### config.mk
export PLATFORM = sky130hd
export DESIGN_NAME = pulse_stretcher_flat
export DESIGN_NICKNAME = d
export VERILOG_FILES = /design/src/rtl/pulse_stretcher_pkg.sv /design/src/rtl/pulse_stretcher_if.sv /design/src/rtl/pulse_stretcher_cycle_timer.sv /design/src/rtl/pulse_stretcher.sv /design/src/flat_wrapper.sv
export SDC_FILE = /design/constraint.sdc
export NUM_CORES = 1
export LEC_CHECK = 0
export CORE_MARGIN = 2
export CORE_UTILIZATION = 45
export CTS_CLUSTER_DIAMETER = 100
export DETAILED_ROUTE_END_ITERATION = 8
export PLACE_DENSITY = 0.68
export SETUP_SLACK_MARGIN = 0.2
export SYNTH_ARGS = -nofsm -noshare
export SYNTH_HDL_FRONTEND = slang
export SYNTH_SLANG_ARGS = --single-unit
export TNS_END_PERCENT = 10
### constraint.sdc
create_clock -name clk -period 2.3 [get_ports clk]
set_input_delay 0.46 -clock clk [delete_from_list [all_inputs] [get_ports clk]]
set_output_delay 0.46 -clock clk [all_outputs]
set_load 0.01 [all_outputs]
### src/rtl/pulse_stretcher_pkg.sv
// rtl/pulse_stretcher_pkg.sv - shared state type and counter-width helper for pulse_stretcher
package pulse_stretcher_pkg;

  typedef enum logic [1:0] {IDLE, HOLD, GAP} ps_state_t;

  function automatic int ps_cnt_w(int n);
    return $clog2(n + 1);
  endfunction

endpackage

### src/rtl/pulse_stretcher_if.sv
// rtl/pulse_stretcher_if.sv - event strobe in, press level and queue status out
interface pulse_stretcher_if #(parameter int PW = 3);

  logic          pulse;
  logic          press;
  logic          busy;
  logic [PW-1:0] pending;
  logic          overflow;

  modport master (output pulse, input press, busy, pending, overflow);
  modport slave  (input pulse, output press, busy, pending, overflow);

endinterface

### src/rtl/pulse_stretcher_cycle_timer.sv
// rtl/pulse_stretcher_cycle_timer.sv - loadable down-counter, done while at zero
module cycle_timer #(
  parameter int W = 3
) (
  input  logic         clk,
  input  logic         rst_n,
  input  logic         load,
  input  logic [W-1:0] load_val,
  output logic         done
);

  logic [W-1:0] count;

  always_ff @(posedge clk or negedge rst_n) begin
    if (!rst_n) begin
      count <= '0;
    end else if (load) begin
      count <= load_val;
    end else if (count != '0) begin
      count <= count - 1'b1;
    end
  end

  assign done = (count == '0);

endmodule

### src/rtl/pulse_stretcher.sv
// rtl/pulse_stretcher.sv - stretches event strobes into hold/gap press periods with a pending queue
// Optional sticky overflow flag: define PULSE_STRETCHER_OVF_EN.
module pulse_stretcher
  import pulse_stretcher_pkg::*;
#(
  parameter int HOLD_CYCLES = 4,
  parameter int GAP_CYCLES  = 2,
  parameter int MAX_PENDING = 7
) (
  input logic              clk,
  input logic              rst_n,
  pulse_stretcher_if.slave bus
);

  localparam int PW   = ps_cnt_w(MAX_PENDING);
  localparam int TMAX = (HOLD_CYCLES > GAP_CYCLES) ? HOLD_CYCLES : GAP_CYCLES;
  localparam int TW   = ps_cnt_w(TMAX);
  localparam logic [TW-1:0] HOLD_LD  = TW'(HOLD_CYCLES - 1);
  localparam logic [TW-1:0] GAP_LD   = TW'(GAP_CYCLES - 1);
  localparam logic [PW-1:0] PEND_MAX = PW'(MAX_PENDING);

  ps_state_t     state;
  logic          press_q;
  logic          busy_q;
  logic [PW-1:0] pending_q;

  logic          timer_done;
  logic          timer_load;
  logic [TW-1:0] timer_val;
  logic          gap_end;
  logic          has_pend;
  logic          dequeue;
  logic          direct;
  logic          enqueue;

  // A strobe on the last gap cycle with an empty queue starts the next hold directly.
  always_comb begin
    gap_end    = (state == GAP) && timer_done;
    has_pend   = (pending_q != '0);
    dequeue    = gap_end && has_pend;
    direct     = gap_end && !has_pend && bus.pulse;
    enqueue    = bus.pulse && (state != IDLE) && !direct;
    timer_load = 1'b0;
    timer_val  = HOLD_LD;
    case (state)
      IDLE: timer_load = bus.pulse;
      HOLD: begin
        timer_load = timer_done;
        timer_val  = GAP_LD;
      end
      GAP:  timer_load = timer_done && (has_pend || bus.pulse);
      default: ;
    endcase
  end

  cycle_timer #(.W(TW)) u_timer (
    .clk      (clk),
    .rst_n    (rst_n),
    .load     (timer_load),
    .load_val (timer_val),
    .done     (timer_done)
  );

  always_ff @(posedge clk or negedge rst_n) begin
    if (!rst_n) begin
      state     <= IDLE;
      press_q   <= 1'b0;
      busy_q    <= 1'b0;
      pending_q <= '0;
    end else begin
      case (state)
        IDLE: if (bus.pulse) begin
          state   <= HOLD;
          press_q <= 1'b1;
          busy_q  <= 1'b1;
        end
        HOLD: if (timer_done) begin
          state   <= GAP;
          press_q <= 1'b0;
        end
        GAP: if (timer_done) begin
          if (has_pend || bus.pulse) begin
            state   <= HOLD;
            press_q <= 1'b1;
          end else begin
            state  <= IDLE;
            busy_q <= 1'b0;
          end
        end
        default: begin
          state   <= IDLE;
          press_q <= 1'b0;
          busy_q  <= 1'b0;
        end
      endcase
      if (enqueue && !dequeue && (pending_q != PEND_MAX)) begin
        pending_q <= pending_q + 1'b1;
      end else if (dequeue && !enqueue) begin
        pending_q <= pending_q - 1'b1;
      end
    end
  end

`ifdef PULSE_STRETCHER_OVF_EN
  logic ovf_q;

  always_ff @(posedge clk or negedge rst_n) begin
    if (!rst_n) begin
      ovf_q <= 1'b0;
    end else if (enqueue && !dequeue && (pending_q == PEND_MAX)) begin
      ovf_q <= 1'b1;
    end
  end

  assign bus.overflow = ovf_q;
`else
  assign bus.overflow = 1'b0;
`endif

  assign bus.press   = press_q;
  assign bus.busy    = busy_q;
  assign bus.pending = pending_q;

endmodule
### src/flat_wrapper.sv
// flat-port wrapper written by rule: the top's interface ports become plain ports
module pulse_stretcher_flat import pulse_stretcher_pkg::*;
#(
  parameter int HOLD_CYCLES = 4,
  parameter int GAP_CYCLES  = 2,
  parameter int MAX_PENDING = 7
)
  (clk, rst_n, bus_pulse, bus_press, bus_busy, bus_pending, bus_overflow);
  pulse_stretcher_if bus_i ();
  input logic clk;
  input logic rst_n;
  input wire logic [$bits(bus_i.pulse)-1:0] bus_pulse;
  output wire logic [$bits(bus_i.press)-1:0] bus_press;
  output wire logic [$bits(bus_i.busy)-1:0] bus_busy;
  output wire logic [$bits(bus_i.pending)-1:0] bus_pending;
  output wire logic [$bits(bus_i.overflow)-1:0] bus_overflow;
  assign bus_i.pulse = bus_pulse;
  assign bus_press = bus_i.press;
  assign bus_busy = bus_i.busy;
  assign bus_pending = bus_i.pending;
  assign bus_overflow = bus_i.overflow;
  pulse_stretcher #(.HOLD_CYCLES(HOLD_CYCLES), .GAP_CYCLES(GAP_CYCLES), .MAX_PENDING(MAX_PENDING)) u_core (.clk(clk), .rst_n(rst_n), .bus(bus_i));
endmodule
==> implementation parameters, run 1 <==
Parameter                              Value

Worst setup path
  Worst endpoint required time ... 2.46 ns
  Startpoint class of the critical path ... flip-flop
  Number of cell instances on the worst register-to-register path ... 7
  Highest net fanout along the worst path ... 3
  Critical Path AT ... 2.13 ns
  CP endpoint kind ... flip-flop
  Kind of critical path ... reg -> reg

Cells and area
  Growth of design area from synthesis to finish ... 18.0%
  End-of-flow core utilization ... 55.7%
  Register Area ... 250 µm²
  Number of standard cells in the final layout excluding fillers ... 81
  Total Nets Final ... 73
  Fraction of layout instances using a drive strength above 1 ... 16.7%
  Number of diodes ... 0
  Number of inserted filler cells in the final layout ... 120
  Multi-input combinational cell area ... 302 µm²

STA
  # setup viols final ... 0
  Hold violation count in the final report ... 0
  Setup total negative slack ... 0 ns
  Worst setup skew after layout ... 0.00792 ns
  Final Slew Violations ... 0
  Highest attainable clock frequency ... 508 MHz
  Tcrit/Tclk final ... 85.6%
  Final critical path time including I/O delays and setup ... 1.97 ns
  Minimum hold slack ... 0.505 ns
  Setup repair after global routing missed its margin ... false

Pwr
  Lkg Pwr ... 0.000311 µW
  Peak VDD IR ... 0.718 mV
  Power Dens Cells ... 1450 nW/µm²

Yosys
  Synthesized area ... 599 µm²
  Syn Inst Count ... 56
  Mapped Avg Cell Area ... 10.7 µm²
  Register bit count reported by yosys ... 10
  Post-synthesis async set-or-reset flop share ... 100%
  Net count after synthesis ... 62
  Count of flip-flops with a built-in enable after synthesis ... 0
  Top FF cell, synth ... sky130_fd_sc_hd__dfrtp_1
  YS warnings ... 0
  Fraction of the yosys area taken by sequential cells ... 41.8%
  Distinct cell type count of the synthesized netlist ... 31

Die
  Cell Rows ... 13
  Top-level I/O count ... 9
  Vertical die dimension ... 40.5 µm
  Core Box Area ... 1270 µm²
  Area enclosed by the die boundary ... 1640 µm²
  X dimension of the die ... 40.5 µm
  Initial cell density of the core ... 47.2%

Clock network
  Setup fix buffers added after clock tree synthesis ... 0
  Clk root buf ... sky130_fd_sc_hd__clkbuf_4
  Reg clk slew, reported paths ... 0.08 ns
  Clock insertion delay at the later pin of the skew report ... 0.27 ns
  Clk sinks ... 10
  CTS H-tree lvls ... 1
  Resized Gates After CTS ... 0
  Clock buffer count from CTS ... 3
  TritonCTS clock tree ... yes
  Max Buffers Root-to-Sink ... 2
  Hold buffers post-CTS ... 0

Route
  Detailed-route wire length ... 1.07 mm
  Antenna Nets Post-Route ... 0
  Iteration count of the initial detailed-routing pass ... 4
  Initial detailed-routing violation count ... 3
  Vias per std cell ... 5.26
  Drt wl/cell ... 13.1 µm
  Total vias in the final route ... 426
  DRC violation count after routing ... 0

Hold path
  Class of the most critical hold timing path ... in -> async

Placement
  Routability Congestion ... 0.793
  Placed insts ... 77
  HPWL Detailed ... 798 µm
  Number of port buffers ... 7

Global route
  Wire length of the first global-routing pass ... 1.77 mm
  Antenna violations before repair ... 0
  Maximum number of pins on one net before global-route repair ... 12
  Total congestion overflow ... 0
  Via count of the first global-routing pass ... 396
  Overall Global Routing Usage ... 16.9%

Run
  Max cap viols ... 0

Status
  Status ... complete, no violations
[cell usage after synthesis (all sizes together) (2+ instances only)]
master,count,area (µm²)
buf,2,18.8
dfrtp,10,250
ha,2,25.0
inv,4,15.0
mux2i,2,20.0
nand2,7,31.3
nand2b,2,12.5
nor2,3,11.3
o21ai,2,10.0
o22ai,2,12.5
o311a,2,21.3
xor2,2,17.5
[kinds of logic after synthesis]
family / Yosys count / synth area share, %
other: 1 / 0.626
AND/OR/NAND/NOR: 15 / 12.1
adder cells (fa/ha/maj): 3 / 7.52
buffers and inverters: 7 / 7.93
flip-flops: 10 / 41.8
AO/OA/AOI/OAI: 15 / 21.3
XOR/XNOR: 2 / 2.92
multiplexers: 3 / 5.84
[state kept, by name (all words and copies together), names as in the netlist]
signal                count
u_core.bus.busy           1
u_core.bus.pending        3
u_core.bus.press          1
u_core.state              2
u_core.u_timer.count      3
[worst max-delay path, stage by stage (launching register included)]
cell                       delay (ns)
sky130_fd_sc_hd__dfrtp_1         0.36
sky130_fd_sc_hd__inv_1           0.09
sky130_fd_sc_hd__ha_1            0.17
sky130_fd_sc_hd__ha_1            0.16
sky130_fd_sc_hd__and2b_1         0.20
sky130_fd_sc_hd__o211ai_4        0.20
sky130_fd_sc_hd__fa_1            0.44
sky130_fd_sc_hd__mux2_4          0.26
[metrics by stage]
| stage | setup WS, ns | instance area (µm²) | total power (µW) |
|---|---|---|---|
| 5_1_grt | 0.225 | 707 | 1120 |
| 4_1_cts | 0.305 | 707 | 1030 |
| 3_3_place_gp | 0.343 | 671 | 854 |
| 6_report | 0.330 | 707 | 1030 |
| 2_1_floorplan | 0.389 | 599 | 731 |
| 3_5_place_dp | 0.317 | 671 | 876 |
[layout by cell type, fill, tap and decap left out, types with 2 or more instances in the layout]
cell type / n
sky130_fd_sc_hd__nand2_1: 5
sky130_fd_sc_hd__nand2_2: 2
sky130_fd_sc_hd__clkbuf_4: 3
sky130_fd_sc_hd__inv_1: 4
sky130_fd_sc_hd__clkdlybuf4s50_1: 7
sky130_fd_sc_hd__buf_4: 2
sky130_fd_sc_hd__dfrtp_1: 10
sky130_fd_sc_hd__o22ai_1: 2
sky130_fd_sc_hd__nand2b_1: 2
sky130_fd_sc_hd__o21ai_0: 2
sky130_fd_sc_hd__xor2_1: 2
sky130_fd_sc_hd__nor2_1: 3
sky130_fd_sc_hd__ha_1: 2
sky130_fd_sc_hd__mux2i_1: 2
[layout make-up]
cell class	instances	share of cell area, %
clock buffers	4	5.13
well taps	15	2.65
flip-flops and latches	10	35.4
inverters	4	2.12
repair buffers	9	12.0
multi-input cells	39	42.7
[report_power, final]
part	internal, µW	switching (µW)	total, µW	leakage [µW]
clock	96.1	65.8	162	0.0000210
sequential	261	104	365	0.000116
combinational	278	222	500	0.000173
[per-layer routing]
metal	track usage, %	routed length (µm)
met5	0	0
met4	5.00	0
met3	5.00	45
met2	27.0	524
met1	21.9	495
[final timing paths]
path / end / slack, ns / from
max in group asynchronous: u_core.bus.busy / 1.47 / rst_n
min reg2reg: u_core.u_timer.count[1] / 0.51 / u_core.u_timer.count[1]
min in group clk: u_core.u_timer.count[1] / 0.51 / u_core.u_timer.count[1]
max reg2reg: u_core.bus.pending[1] / 0.33 / u_core.u_timer.count[0]
max: u_core.bus.pending[1] / 0.33 / u_core.u_timer.count[0]
min: u_core.u_timer.count[2] / 0.51 / rst_n
(Power assumes the default switching activity.)
==> run 2: changes to the inputs <==
Settings changed: RECOVER_POWER from default to 50.
==> run 2 against run 1 <==
Via count grew 0.94%. Clock power hardly changed. Non-clock buffer count did not move. Critical path depth rose by 1. Sequential cell count is the same. Maximum frequency is 0.42% lower. Combinational power fell by 2%. Cell count is the same. Largest cell class unchanged. Highest routed layer unchanged. Final area down 0.53%. First-iteration DRC count fell by 33%. Register-to-register slack about the same. Die area is the same.
==> implementation parameters, run 2 (synthesis gave the netlist of run 1 again) <==
Parameter                              Value

Status
  Status ... complete, no violations

Global route
  Total congestion overflow ... 0
  Maximum number of pins on one net before global-route repair ... 12
  Via count of the first global-routing pass ... 396
  Wire length of the first global-routing pass ... 1.77 mm
  Overall Global Routing Usage ... 16.9%
  Antenna violations before repair ... 0

STA
  Highest attainable clock frequency ... 506 MHz
  Tcrit/Tclk final ... 86.0%
  Final critical path time including I/O delays and setup ... 1.98 ns
  Minimum hold slack ... 0.507 ns
  Final Slew Violations ... 0
  # setup viols final ... 0
  Worst setup skew after layout ... 0.00811 ns
  Setup repair after global routing missed its margin ... false
  Hold violation count in the final report ... 0
  Setup total negative slack ... 0 ns

Clock network
  TritonCTS clock tree ... yes
  Setup fix buffers added after clock tree synthesis ... 0
  Max Buffers Root-to-Sink ... 2
  Reg clk slew, reported paths ... 0.08 ns
  Clk root buf ... sky130_fd_sc_hd__clkbuf_4
  Clk sinks ... 10
  Clock buffer count from CTS ... 3
  Resized Gates After CTS ... 0
  Clock insertion delay at the later pin of the skew report ... 0.27 ns
  Hold buffers post-CTS ... 0
  CTS H-tree lvls ... 1

Worst setup path
  Cells along the critical path ... inv_1 -> ha_1 -> ha_1 -> clkbuf_1 -> o311a_1 -> nand2_2 -> nand2_2 -> mux2_4
  Gate family responsible for the most delay along the worst path ... buffers and inverters
  Largest stage delay, worst path ... 0.36 ns
  Highest net fanout along the worst path ... 11
  Worst endpoint required time ... 2.46 ns
  Worst path bufs/invs ... 2
  Critical Path AT ... 2.14 ns
  Cell at the slowest stage of the critical path ... sky130_fd_sc_hd__dfrtp_1
  Startpoint class of the critical path ... flip-flop
  CP endpoint kind ... flip-flop
  Kind of critical path ... reg -> reg

Die
  Top-level I/O count ... 9
  Initial cell density of the core ... 47.2%
  X dimension of the die ... 40.5 µm
  Core Box Area ... 1270 µm²
  Vertical die dimension ... 40.5 µm
  Cell Rows ... 13
  Area enclosed by the die boundary ... 1640 µm²

Cells and area
  Finished Cell Area ... 703 µm²
  Commonest cells after routing, fill and taps aside ... 10 x sky130_fd_sc_hd__dfrtp_1, 6 x sky130_fd_sc_hd__clkdlybuf4s50_1, 5 x sky130_fd_sc_hd__nand2_1
  Most common library cell in the layout ignoring fill and taps ... sky130_fd_sc_hd__dfrtp_1
  Fraction of layout instances using a drive strength above 1 ... 15.2%
  Total Nets Final ... 73
  Number of diodes ... 0
  Growth of design area from synthesis to finish ... 17.3%

Placement
  Number of port buffers ... 7
  HPWL Detailed ... 798 µm
  Routability Congestion ... 0.793
  Placed Area ... 671 µm²

Route
  Initial detailed-routing violation count ... 2
  Drt wl/cell ... 13.0 µm
  Vias per std cell ... 5.31
  Total vias in the final route ... 430
  Iteration count of the initial detailed-routing pass ... 4
  Antenna Nets Post-Route ... 0
  Detailed-route wire length ... 1.05 mm
  DRC violation count after routing ... 0

Pwr
  Power Dens Cells ... 1450 nW/µm²
  Post-layout power ... 1020 µW
  Lkg Pwr ... 0.000307 µW
  Peak VDD IR ... 0.700 mV

Run
  Max cap viols ... 0

Hold path
  Class of the most critical hold timing path ... reg -> reg
## run 2: cell types whose count changed in the layout (fill, tap and decap cells not counted), sizes merged
cell / change
buf: -1
dlygate4sd3: +1
clkbuf: +1
clkdlybuf4s50: -1
## run 2: area by class of cell
type / instances / area, µm²
Fill cell: 120 / 566
Multi-Input combinational cell: 39 / 302
Sequential cell: 10 / 250
Timing Repair Buffer: 9 / 81.3
Clock buffer: 4 / 36.3
Tap cell: 15 / 18.8
Inverter: 4 / 15.0
## run 2: worst register-to-register path: cells and delay by family (launching register included)
family          cells  cell delay [ns]
compound gates      1             0.31
fa+ha+maj           2             0.33
buf+inv             2             0.43
flops               1             0.36
mux                 1             0.29
simple gates        2             0.17
## run 2: path summary, 6_finish.rpt
kind                                    startpoint                      end  slack [ns]  cells after the start
setup reg to reg           u_core.u_timer.count[0]    u_core.bus.pending[1]        0.32                      8
setup / recovery           u_core.u_timer.count[0]    u_core.bus.pending[1]        0.32                      8
max in group asynchronous                    rst_n          u_core.bus.busy        1.40                      1
hold reg to reg            u_core.u_timer.count[1]  u_core.u_timer.count[1]        0.51                      1
min in group asynchronous                    rst_n  u_core.u_timer.count[2]        0.58                      1
hold / removal             u_core.u_timer.count[1]  u_core.u_timer.count[1]        0.51                      1
## run 2: power by group
group	switching, µW	total [µW]	internal [µW]
clock	65.7	162	96.0
sequential	104	365	261
combinational	220	491	271
## run 2: layer usage
metal | routed length, µm | up-vias | track usage [%]
met1 | 481 | 204 | 21.9
li1 | - | 216 | -
met3 | 48 | 0 | 5.00
met4 | 0 | 0 | 5.00
met2 | 523 | 10 | 27.0
met5 | 0 | - | 0
## run 2: metrics by stage
stage	utilization (%)	worst slack, ns	cells
3_3_place_gp	52.9	0.343	77
2_1_floorplan	-	0.389	56
6_report	55.4	0.322	81
5_1_grt	55.4	0.156	81
4_1_cts	55.7	0.305	81
3_5_place_dp	52.9	0.317	77
